--- src/rtl/array_index_walker_pkg.sv ---
// Shared types and elaboration-time helpers for the array index walker.
// Holds the dimension descriptor, its size/step helpers and the walk state encoding.
package array_walk_pkg;

  typedef struct packed {
    int l;
    int r;
  } dim_t;

  typedef enum logic [1:0] {
    IDLE,
    RUN,
    DONE
  } walk_state_t;

  function automatic int unsigned dim_size(dim_t d);
    int diff;
    diff = d.r - d.l;
    if (diff < 0) diff = -diff;
    return int'(diff + 1);
  endfunction

  function automatic int dim_step(dim_t d);
    return (d.l <= d.r) ? 1 : -1;
  endfunction

endpackage

--- src/rtl/array_index_walker_dim_counter.sv ---
// One dimension of the walker: steps from the left bound toward the right bound,
// wraps to the left bound on a carried step and propagates the carry outward.
module array_dim_counter
  import array_walk_pkg::*;
#(
  parameter dim_t        DIM   = '{l: 0, r: 0},
  parameter int unsigned IDX_W = 32
) (
  input  logic                    clk,
  input  logic                    rst,
  input  logic                    load,
  input  logic                    advance,
  input  logic                    carry_in,
  output logic signed [IDX_W-1:0] idx,
  output logic                    at_right,
  output logic                    carry_out
);

  localparam logic signed [IDX_W-1:0] LEFT  = IDX_W'(DIM.l);
  localparam logic signed [IDX_W-1:0] RIGHT = IDX_W'(DIM.r);
  localparam logic signed [IDX_W-1:0] STEP  = IDX_W'(dim_step(DIM));

  always_ff @(posedge clk) begin
    if (rst) begin
      idx <= '0;
    end else if (load) begin
      idx <= LEFT;
    end else if (advance && carry_in) begin
      idx <= at_right ? LEFT : idx + STEP;
    end
  end

  assign at_right  = (idx == RIGHT);
  assign carry_out = carry_in & at_right;

endmodule

--- src/rtl/array_index_walker.sv ---
// Walks every element of a 4-D array in declaration order (dim 1 slowest) over valid/ready.
// Optional macro ARRAY_INDEX_WALKER_FLAT_EN adds the linear ordinal output 'flat'.
module array_index_walker
  import array_walk_pkg::*;
#(
  parameter int          L1    = 1,
  parameter int          R1    = 5,
  parameter int          L2    = 2,
  parameter int          R2    = 8,
  parameter int          L3    = 3,
  parameter int          R3    = 0,
  parameter int          L4    = 2,
  parameter int          R4    = 1,
  parameter int unsigned IDX_W = 32
) (
  input  logic                    clk,
  input  logic                    rst,
  input  logic                    start,
  output logic                    out_valid,
  input  logic                    out_ready,
  output logic signed [IDX_W-1:0] idx1,
  output logic signed [IDX_W-1:0] idx2,
  output logic signed [IDX_W-1:0] idx3,
  output logic signed [IDX_W-1:0] idx4,
  output logic                    last,
  output logic                    busy,
  output logic                    done
`ifdef ARRAY_INDEX_WALKER_FLAT_EN
  ,
  output logic [31:0]             flat
`endif
);

  localparam dim_t D1 = '{l: L1, r: R1};
  localparam dim_t D2 = '{l: L2, r: R2};
  localparam dim_t D3 = '{l: L3, r: R3};
  localparam dim_t D4 = '{l: L4, r: R4};

  walk_state_t state, state_n;
  logic        load, adv;
  logic [4:1]  ar;
  logic [4:1]  cy;

  always_ff @(posedge clk) begin
    if (rst) state <= IDLE;
    else     state <= state_n;
  end

  // cy[1] means every dimension sits on its right bound: the final tuple.
  always_comb begin
    state_n = state;
    load    = 1'b0;
    adv     = 1'b0;
    case (state)
      IDLE: begin
        if (start) begin
          load    = 1'b1;
          state_n = RUN;
        end
      end
      RUN: begin
        if (out_ready) begin
          if (cy[1]) state_n = DONE;
          else       adv     = 1'b1;
        end
      end
      DONE:    state_n = IDLE;
      default: state_n = IDLE;
    endcase
  end

  assign out_valid = (state == RUN);
  assign busy      = (state != IDLE);
  assign done      = (state == DONE);
  assign last      = (state == RUN) && (&ar);

  array_dim_counter #(.DIM(D4), .IDX_W(IDX_W)) u_dim4 (
    .clk(clk), .rst(rst), .load(load), .advance(adv), .carry_in(1'b1),
    .idx(idx4), .at_right(ar[4]), .carry_out(cy[4])
  );

  array_dim_counter #(.DIM(D3), .IDX_W(IDX_W)) u_dim3 (
    .clk(clk), .rst(rst), .load(load), .advance(adv), .carry_in(cy[4]),
    .idx(idx3), .at_right(ar[3]), .carry_out(cy[3])
  );

  array_dim_counter #(.DIM(D2), .IDX_W(IDX_W)) u_dim2 (
    .clk(clk), .rst(rst), .load(load), .advance(adv), .carry_in(cy[3]),
    .idx(idx2), .at_right(ar[2]), .carry_out(cy[2])
  );

  array_dim_counter #(.DIM(D1), .IDX_W(IDX_W)) u_dim1 (
    .clk(clk), .rst(rst), .load(load), .advance(adv), .carry_in(cy[2]),
    .idx(idx1), .at_right(ar[1]), .carry_out(cy[1])
  );

`ifdef ARRAY_INDEX_WALKER_FLAT_EN
  localparam int unsigned TOTAL = dim_size(D1) * dim_size(D2) * dim_size(D3) * dim_size(D4);

  // The ordinal holds at TOTAL-1 through DONE, like the indices hold at the R bounds.
  always_ff @(posedge clk) begin
    if (rst)       flat <= '0;
    else if (load) flat <= '0;
    else if (adv)  flat <= flat + 32'd1;
  end

  always_ff @(posedge clk) begin
    if (!rst && last) assert (flat == 32'(TOTAL - 1));
  end
`endif

endmodule

--- config.mk ---
export PLATFORM = sky130hd
export DESIGN_NAME = array_index_walker
export DESIGN_NICKNAME = d
export VERILOG_FILES = /design/src/rtl/array_index_walker_pkg.sv /design/src/rtl/array_index_walker_dim_counter.sv /design/src/rtl/array_index_walker.sv
export SDC_FILE = /design/constraint.sdc
export NUM_CORES = 1
export LEC_CHECK = 0
export CAP_MARGIN = 10
export CELL_PAD_IN_SITES_DETAIL_PLACEMENT = 0
export CELL_PAD_IN_SITES_GLOBAL_PLACEMENT = 1
export CORE_ASPECT_RATIO = 0.7
export CORE_MARGIN = 2
export CORE_UTILIZATION = 30
export DETAILED_ROUTE_END_ITERATION = 10
export GPL_ROUTABILITY_DRIVEN = 0
export GPL_TIMING_DRIVEN = 0
export PLACE_DENSITY_LB_ADDON = 0.1
export SLEW_MARGIN = 20
export SYNTH_ARGS = -nofsm -noshare
export SYNTH_HDL_FRONTEND = slang
export SYNTH_HIERARCHICAL = 1
export SYNTH_SLANG_ARGS = --single-unit
--- constraint.sdc ---
create_clock -name clk -period 10.4 [get_ports clk]
set_clock_uncertainty 0.15 [all_clocks]
set_input_delay 2.08 -clock clk [delete_from_list [all_inputs] [get_ports clk]]
set_output_delay 2.08 -clock clk [all_outputs]
set_load 0.005 [all_outputs]
==> flow_metrics.env, run 1 <==
export IMPL_status="complete, no violations"
export IMPL_placed_area_mm2=0.00826
export IMPL_final_setup_viol_count=0
export IMPL_power_frac_seq=0.424
export IMPL_diodes=0
export IMPL_rsz0062_at_grt="false"
export IMPL_period_share=0.525
export IMPL_cts_setup_buffers=0
export IMPL_max_slew_margin=0.304
export IMPL_grt_pass1_vias=5717
export IMPL_ant_nets=0
export IMPL_netSwitchingFraction=0.238
export IMPL_crit_family="simple AND/OR/NAND/NOR gates"
export IMPL_die_w_um=181
export IMPL_tightestPinTransition_ns=1.03
export IMPL_critPathCaptureType="output pin"
export IMPL_die_h_um=128
export IMPL_drt_initial_drc_count=363
export IMPL_synthCells=747
export IMPL_num_vias=6088
export IMPL_layout_min_cycle_time_ns=5.46
export IMPL_ctsHoldBuffers=0
export IMPL_wl_um=19200
export IMPL_grt_antenna_before_repair=0
export IMPL_drc=0
export IMPL_cts_tree="yes"
export IMPL_clkSinkCount=130
export IMPL_p_per_area_mw_per_mm2=136
export IMPL_clockBufferDepth=2
export IMPL_num_io_pins=136
export IMPL_cp_cell_sequence="or4_4, nor4_4, and4_2, nand4_1, nor3b_1, clkdlybuf4s50_1"
export IMPL_irDropWorstVdd_mv=0.105
export IMPL_cts_resized_gates=0
export IMPL_nets=915
export IMPL_wl_per_cell_um=16.0
export IMPL_io_buffers=135
export IMPL_clkPwrFrac=0.515
export IMPL_hold_viol=0
export IMPL_crit_path_start_kind="register"
export IMPL_synth_area_mm2=0.00655
export IMPL_cts_root_buffer="clkbuf_16"
export IMPL_htree_num_levels=4
export IMPL_initial_core_util=0.304
export IMPL_netSwitchingPower_uw=286
export IMPL_grt_usage=0.169
export IMPL_die_area_mm2=0.0230
export IMPL_yosysUniqueCellTypes=57
export IMPL_hp_class="reg2reg"
export IMPL_worst_skew_pair_late_latency_ns=0.42
export IMPL_fin_cells=1198
export IMPL_fin_util=0.411
export IMPL_fp_coreArea_mm2=0.0216
export IMPL_critPathKind="reg2out"
export IMPL_synth_flop_cell="dfxtp_1"
export IMPL_gr_total_overflow=0
export IMPL_combPwrFrac=0.061
export IMPL_final_area_mm2=0.00887
export IMPL_area_growth_synth_to_final_pct=35.5
export IMPL_synth_edff_count=0
export IMPL_tns_ns=0
export IMPL_grt_pass1_wl_um=31000
export IMPL_drt_pass1_iter_count=6
export IMPL_worst_path_max_delay_cell="or4_4"
export IMPL_fin_hold_ws_ns=0.372
export IMPL_final_cell_mix="clkdlybuf4s50_1, dfxtp_1, nor2_1"
export IMPL_rows=45
export IMPL_worstPathMaxFanout=9
export IMPL_intPower_uw=917
export IMPL_arrival_ns=3.23
export IMPL_dpl_hpwl_um=14200
export IMPL_grt_start_max_net_pins=18
export IMPL_max_freq_mhz=183
export IMPL_cp_required_ns=8.17
export IMPL_drive_gt1_frac=0.100
export IMPL_cts_buffers=17
export IMPL_async_flop_share=0
export IMPL_routed_via_density=5.08
export IMPL_p_leak_uw=0.00295
export IMPL_yosys_warnings=6
export IMPL_clk_pin_slew_ns=0.06
export IMPL_drv_slew=0
export IMPL_maxCapViolations=0
export IMPL_path_buf_inv=1
export IMPL_max_stage_delay_ns=0.61
export IMPL_ys_ff_latch=130
export IMPL_syn_area_per_cell_um2=8.76
export IMPL_layout_commonest_cell="clkdlybuf4s50_1"
export IMPL_post_place_cells=1167
export IMPL_ys_seq_area_frac=0.398
==> worst paths after layout <==
| check | cells past startpoint | slack, ns | from | end |
|---|---|---|---|---|
| worst max register to register | 14 | 5.85 | u_dim4/idx[2]$_SDFFE_PP0P_ | u_dim1/idx[17]$_SDFFE_PP0P_ |
| worst min register to register | 2 | 0.37 | u_dim3/idx[29]$_SDFFE_PP0P_ | u_dim3/idx[29]$_SDFFE_PP0P_ |
| worst max-delay path | 6 | 4.94 | u_dim3/idx[12]$_SDFFE_PP0P_ | last |
| worst min-delay path | 2 | 0.37 | u_dim3/idx[29]$_SDFFE_PP0P_ | u_dim3/idx[29]$_SDFFE_PP0P_ |
==> metal layers <==
layer  part of all wire  routed length (µm)  vias up  GRT usage
met3              0.057                1080       21     0.0456
met4              0.017                 321        0     0.0593
li1                   -                   -     3011          -
met1               0.51                9790     2891      0.240
met5                  0                   0        -          0
met2               0.42                7960      165      0.244
==> power by group through the flow <==
stage                     registers (µW)  clock network [µW]  logic (µW)
after floorplan                      520                   0        45.9
after global placement               521                   0        72.7
after detailed placement             521                   0        73.7
after CTS                            510                 639        74.1
after global routing                 511                 656        80.6
final                                510                 619        73.4
==> worst reg2reg max path, cell delays in order (launching register included) <==
cell and delay [ns]:
dfxtp_1 0.36, or4_4 0.60, or4_4 0.51, nor4_4 0.36
and2_2 0.26, and2_1 0.27, and2_1 0.29, and2_1 0.21
nor2_2 0.15, nand2_1 0.17, or3_1 0.12, clkbuf_1 0.31
clkbuf_1 0.42, or3_1 0.18, a21oi_1 0.06
==> logic make-up (layout without fill, tap and decap cells) <==
logic type,Yosys count,after routing,share of synthesized area
fa+ha+maj,7,7,0.0134
simple gates,407,407,0.362
compound gates,61,61,0.0606
xor+xnor,95,95,0.127
other cells,1,4,0.000573
flops,130,130,0.398
mux,4,4,0.00612
buf+inv,42,208,0.0331
==> sequential cells by signal, indices dropped and copies added, names as in the netlist <==
signal      count
u_dim2/idx     32
u_dim3/idx     32
state           2
u_dim4/idx     32
u_dim1/idx     32
==> per-stage QoR <==
stage | setup WS, ns | power, µW
after detailed placement | 4.81 | 595
final | 4.94 | 1200
after global routing | 4.75 | 1250
after CTS | 4.90 | 1220
after floorplan | 5.97 | 566
after global placement | 4.82 | 594
==> final cells by class <==
| class | count | area [µm²] |
|---|---|---|
| flip-flops and latches | 130 | 2600 |
| multi-input cells | 578 | 3740 |
| fillers | 2156 | 12700 |
| well taps | 282 | 353 |
| clock buffers | 19 | 443 |
| inverters | 21 | 78.8 |
| repair buffers | 135 | 1350 |
| clock inverters | 12 | 158 |
| plain buffers | 21 | 138 |
==> cells in the mapped netlist (5+ instances only) <==
cell type / count / area [µm²]
dfxtp_1: 130 / 2600
nor2_1: 123 / 462
xnor2_1: 70 / 613
nor4_1: 45 / 282
nand2_1: 38 / 143
nor3_1: 37 / 185
xor2_1: 25 / 219
nand4_1: 24 / 150
a21oi_1: 22 / 110
or3_1: 22 / 138
inv_1: 21 / 78.8
or4_1: 19 / 143
nand3_1: 18 / 90.1
o31ai_1: 12 / 90.1
nor4_2: 11 / 138
o21ai_0: 10 / 50.1
and2_1: 8 / 50.1
buf_2: 8 / 40.0
nor2_2: 8 / 50.1
nor4b_1: 8 / 70.1
ha_1: 7 / 87.6
buf_6: 6 / 67.6
clkbuf_1: 6 / 22.5
or4_4: 6 / 67.6
a31oi_1: 5 / 31.3
and3_1: 5 / 31.3
No activity file was read; power rests on OpenSTA's default activity.
==> inputs of run 2 (changes only) <==
==> constraint.sdc (replaced) <==
create_clock -name clk -period 4.8 [get_ports clk]
set_clock_uncertainty 0.15 [all_clocks]
set_input_delay 0.96 -clock clk [delete_from_list [all_inputs] [get_ports clk]]
set_output_delay 0.96 -clock clk [all_outputs]
set_load 0.005 [all_outputs]
==> flow_metrics.env, run 2 (synthesis results as in run 1) <==
export IMPL_path_buf_inv=2
export IMPL_nets=915
export IMPL_wl_um=19200
export IMPL_die_area_mm2=0.0230
export IMPL_clkSinkCount=130
export IMPL_cts_setup_buffers=0
export IMPL_grt_pass1_wl_um=31000
export IMPL_cts_buffers=17
export IMPL_dpl_hpwl_um=14200
export IMPL_die_w_um=181
export IMPL_p_leak_uw=0.00295
export IMPL_layout_min_cycle_time_ns=4.41
export IMPL_cts_tree="yes"
export IMPL_fin_hold_ws_ns=0.373
export IMPL_route_met2_wl_um=7940
export IMPL_final_setup_viol_count=0
export IMPL_clockBufferDepth=2
export IMPL_totalPowerFinal_uw=2610
export IMPL_tightestPinTransition_ns=0.868
export IMPL_io_buffers=135
export IMPL_wl_per_cell_um=16.0
export IMPL_grt_pass1_vias=5717
export IMPL_drive_gt1_frac=0.103
export IMPL_drt_met1_wl_um=9700
export IMPL_drt_initial_drc_count=394
export IMPL_routed_via_density=5.11
export IMPL_max_slew_margin=0.421
export IMPL_final_cell_mix="clkdlybuf4s50_1, dfxtp_1, nor2_1"
export IMPL_tns_ns=0
export IMPL_ant_nets=0
export IMPL_drc=0
export IMPL_arrival_ns=4.54
export IMPL_critPathCaptureType="register"
export IMPL_top_layer_used="met4"
export IMPL_hold_viol=0
export IMPL_worstPathMaxFanout=17
export IMPL_p_per_area_mw_per_mm2=294
export IMPL_critPathKind="reg2reg"
export IMPL_cts_root_buffer="clkbuf_16"
export IMPL_crit_path_frequent_cell="and2_1"
export IMPL_worst_skew_pair_late_latency_ns=0.43
export IMPL_nFillCells=2154
export IMPL_initial_core_util=0.304
export IMPL_crit_family="simple AND/OR/NAND/NOR gates"
export IMPL_area_growth_synth_to_final_pct=35.6
export IMPL_gr_total_overflow=0
export IMPL_die_h_um=128
export IMPL_maxCapViolations=0
export IMPL_dr_wl_met3_um=1210
export IMPL_worst_path_max_delay_cell="or4_4"
export IMPL_post_place_cells=1167
export IMPL_cp_cell_sequence="or4_4, or4_4, nor4_4, and2_2, and2_1, and2_1, and2_1, nor2_2, nand2_1, or3_1, clkbuf_1, clkbuf_2, or3_1, a21oi_1"
export IMPL_fp_coreArea_mm2=0.0216
export IMPL_grt_antenna_before_repair=0
export IMPL_fin_cells=1198
export IMPL_layout_commonest_cell="clkdlybuf4s50_1"
export IMPL_drt_pass1_iter_count=6
export IMPL_clk_pin_slew_ns=0.06
export IMPL_diodes=0
export IMPL_num_vias=6120
export IMPL_grt_usage=0.169
export IMPL_fin_util=0.411
export IMPL_period_share=0.918
export IMPL_num_io_pins=136
export IMPL_crit_path_start_kind="register"
export IMPL_htree_num_levels=4
export IMPL_irDropWorstVdd_mv=0.228
export IMPL_max_stage_delay_ns=0.60
export IMPL_drv_slew=0
export IMPL_grt_start_max_net_pins=18
export IMPL_max_freq_mhz=227
export IMPL_status="complete, no violations"
export IMPL_rsz0062_at_grt="false"
export IMPL_cp_required_ns=4.93
export IMPL_hp_class="reg2reg"
export IMPL_rows=45
==> run 2: cell counts in the layout (fill, tap and decap cells not counted) <==
Identical to the previous run, type by type.
==> run 2: path summary, 6_finish.rpt <==
path | start | end | slack (ns) | depth (start not counted)
hold reg to reg | u_dim3/idx[29]$_SDFFE_PP0P_ | u_dim3/idx[29]$_SDFFE_PP0P_ | 0.37 | 2
setup / recovery | u_dim4/idx[2]$_SDFFE_PP0P_ | u_dim1/idx[17]$_SDFFE_PP0P_ | 0.39 | 14
hold / removal | u_dim3/idx[29]$_SDFFE_PP0P_ | u_dim3/idx[29]$_SDFFE_PP0P_ | 0.37 | 2
setup reg to reg | u_dim4/idx[2]$_SDFFE_PP0P_ | u_dim1/idx[17]$_SDFFE_PP0P_ | 0.39 | 14
==> run 2: repair_timing <==
| action | in CTS | in global routing |
|---|---|---|
| resized for setup | 0 | 3 |
| setup endpoints to repair | 0 | 10 |
| hold endpoints to repair | 0 | 0 |
| hold buffers | 0 | 0 |
==> run 2: per-stage QoR <==
step                      setup WS [ns]  cell area [µm²]
final                             0.395             8870
after global placement           0.0937             8260
after floorplan                   0.971             6560
after CTS                        0.0293             8860
after detailed placement         0.0628             8260
after global routing             0.0674             8870
==> run 2: cell type report <==
type                            count  area, µm²  share of cell area
Buffer                             21        139              0.0157
Clock buffer                       19        443              0.0499
Clock inverter                     12        158              0.0178
Inverter                           21       78.8             0.00888
Multi-Input combinational cell    578       3750               0.422
Sequential cell                   130       2600               0.293
Tap cell                          282        353              0.0398
Timing Repair Buffer              135       1350               0.152
==> run 2: per-layer routing <==
metal,up-vias,track usage
li1,3015,-
met1,2900,0.240
met2,183,0.244
met3,22,0.0456
met4,0,0.0593
met5,-,0
==> run 2: power by group <==
| group | switching (µW) | internal, µW | total, µW |
|---|---|---|---|
| logic | 92.4 | 66.7 | 159 |
| registers | 15.4 | 1090 | 1110 |
| clock network | 514 | 830 | 1340 |
| total | 622 | 1990 | 2610 |
==> run 2: worst reg2reg max path: stages (launching register included) <==
cell      delay [ns]
dfxtp_1         0.36
or4_4           0.60
or4_4           0.51
nor4_4          0.36
and2_2          0.26
and2_1          0.27
and2_1          0.29
and2_1          0.21
nor2_2          0.15
nand2_1         0.18
or3_1           0.12
clkbuf_1        0.31
clkbuf_2        0.31
or3_1           0.14
a21oi_1         0.05
==> RTL change, RTL diff (flow settings as in run 2) <==
`IDX_W` is set to 32 in 2 places; all go to 28.
--- a/src/rtl/array_index_walker_dim_counter.sv
+++ b/src/rtl/array_index_walker_dim_counter.sv
@@ -4,7 +4,7 @@
   import array_walk_pkg::*;
 #(
   parameter dim_t        DIM   = '{l: 0, r: 0},
-  parameter int unsigned IDX_W = 32
+  parameter int unsigned IDX_W = 28
 ) (
   input  logic                    clk,
   input  logic                    rst,
--- a/src/rtl/array_index_walker.sv
+++ b/src/rtl/array_index_walker.sv
@@ -11,7 +11,7 @@
   parameter int          R3    = 0,
   parameter int          L4    = 2,
   parameter int          R4    = 1,
-  parameter int unsigned IDX_W = 32
+  parameter int unsigned IDX_W = 28
 ) (
   input  logic                    clk,
   input  logic                    rst,
Ports: changed (resized idx1, idx2, idx3 and idx4); port bits go from 136 to 120. The function was not compared with the original's and may differ.
==> RTL change against run 2 <==
- routed wire length down 12%
- non-clock buffer count is 14 lower
- fmax is 1.0% lower
- largest power group unchanged
- highest routed layer unchanged
- sequential cell count is 16 lower
- worst setup slack got worse by 0.044 ns
- design area down 12%
- synthesized area shrank 13%
- final cell count down 11%
- total power decreased by 5.2%
==> RTL change: results (changes against run 2) <==
Power and ir drop
  • PD cells: 316 nW/um^2 (was 294 nW/um^2)
  • VDD IR-drop max: 0.160 mV (was 0.228 mV)
  • Leak pwr: 2.59 nW (was 2.95 nW)

Run status
  • Status: complete, no violations (unchanged)

Setup path
  • Worst reg-to-reg path cell count: 13 (was 14)
  • End point of the critical path: u_dim1/idx[12]$_SDFFE_PP0P_ (was u_dim1/idx[17]$_SDFFE_PP0P_)
  • Worst R2R Start: u_dim4/idx[12]$_SDFFE_PP0P_ (was u_dim4/idx[2]$_SDFFE_PP0P_)
  • Worst R2R Setup Slack: 0.35 ns (was 0.39 ns)

Yosys
  • Post-Synthesis Cells: 664 (was 747)
  • Synth Area in Adders: 1.76% (was 1.34%)
  • Sequential share of the synthesized area: 40.2% (was 39.8%)
  • Post-synth top cells: 114 x dfxtp_1, 79 x nor2_1, 55 x a21oi_1, 41 x xnor2_1, 34 x or4_1 (was 130 x dfxtp_1, 123 x nor2_1, 70 x xnor2_1, 45 x nor4_1, 38 x nand2_1)
  • Area contributors post-synth: dfxtp_1 40%, xnor2_1 6.3%, nor2_1 5.2% (was dfxtp_1 40%, xnor2_1 9.4%, nor2_1 7.1%)

Place
  • Placed instance count: 1031 (was 1167)
  • Placement Cell Area: 7200 um^2 (was 8260 um^2)
  • HPWL Detailed: 12200 um (was 14200 um)
  • IO buf count: 119 (was 135)

Detailed routing
  • Drt first pass iters: 4 (was 6)
  • M1 wire length: 8740 um (was 9700 um)

Finish
  • Layout cells sized above 1: 8.90% (was 10.3%)

STA
  • Worst slew margin: 46.4% (was 42.1%)

Min path
  • Critical hold path startpoint: u_dim3/idx[25]$_SDFFE_PP0P_ (was u_dim3/idx[29]$_SDFFE_PP0P_)

Global route
  • Largest net degree at the start of global routing: 21 (was 18)
  • M3 GR Usage: 4.55% (was 4.56%)
  • First-pass GRT wire length: 27400 um (was 31000 um)
-- RTL change: cell types whose count changed after synthesis, sizes merged, moves of 11 or more --
cell,delta
xnor2,-29
or4,+16
nor2,-52
nor3,-12
dfxtp,-16
nor4,-30
or3,+11
o31ai,+14
xor2,-15
a21oi,+34
o21ai,+14
-- RTL change: final cells by class --
class                   count  share of cell area, %
multi-input cells         513                   41.2
flip-flops and latches    114                   29.1
repair buffers            119                   15.2
clock buffers              22                   6.05
well taps                 242                   3.86
clock inverters            10                   1.98
plain buffers              23                   1.66
inverters                  19                  0.910
-- RTL change: timing repair --
item | CTS | global route
setup buffers | 0 | 0
gates resized for setup | 0 | 3
setup endpoints to repair | 0 | 31
-- RTL change: where the power goes --
part           switching, mW  internal, mW  total, mW  leakage, nW
Clock                  0.454         0.906       1.36        0.306
Combinational         0.0814        0.0616      0.143         1.36
Sequential            0.0136         0.957      0.971        0.920
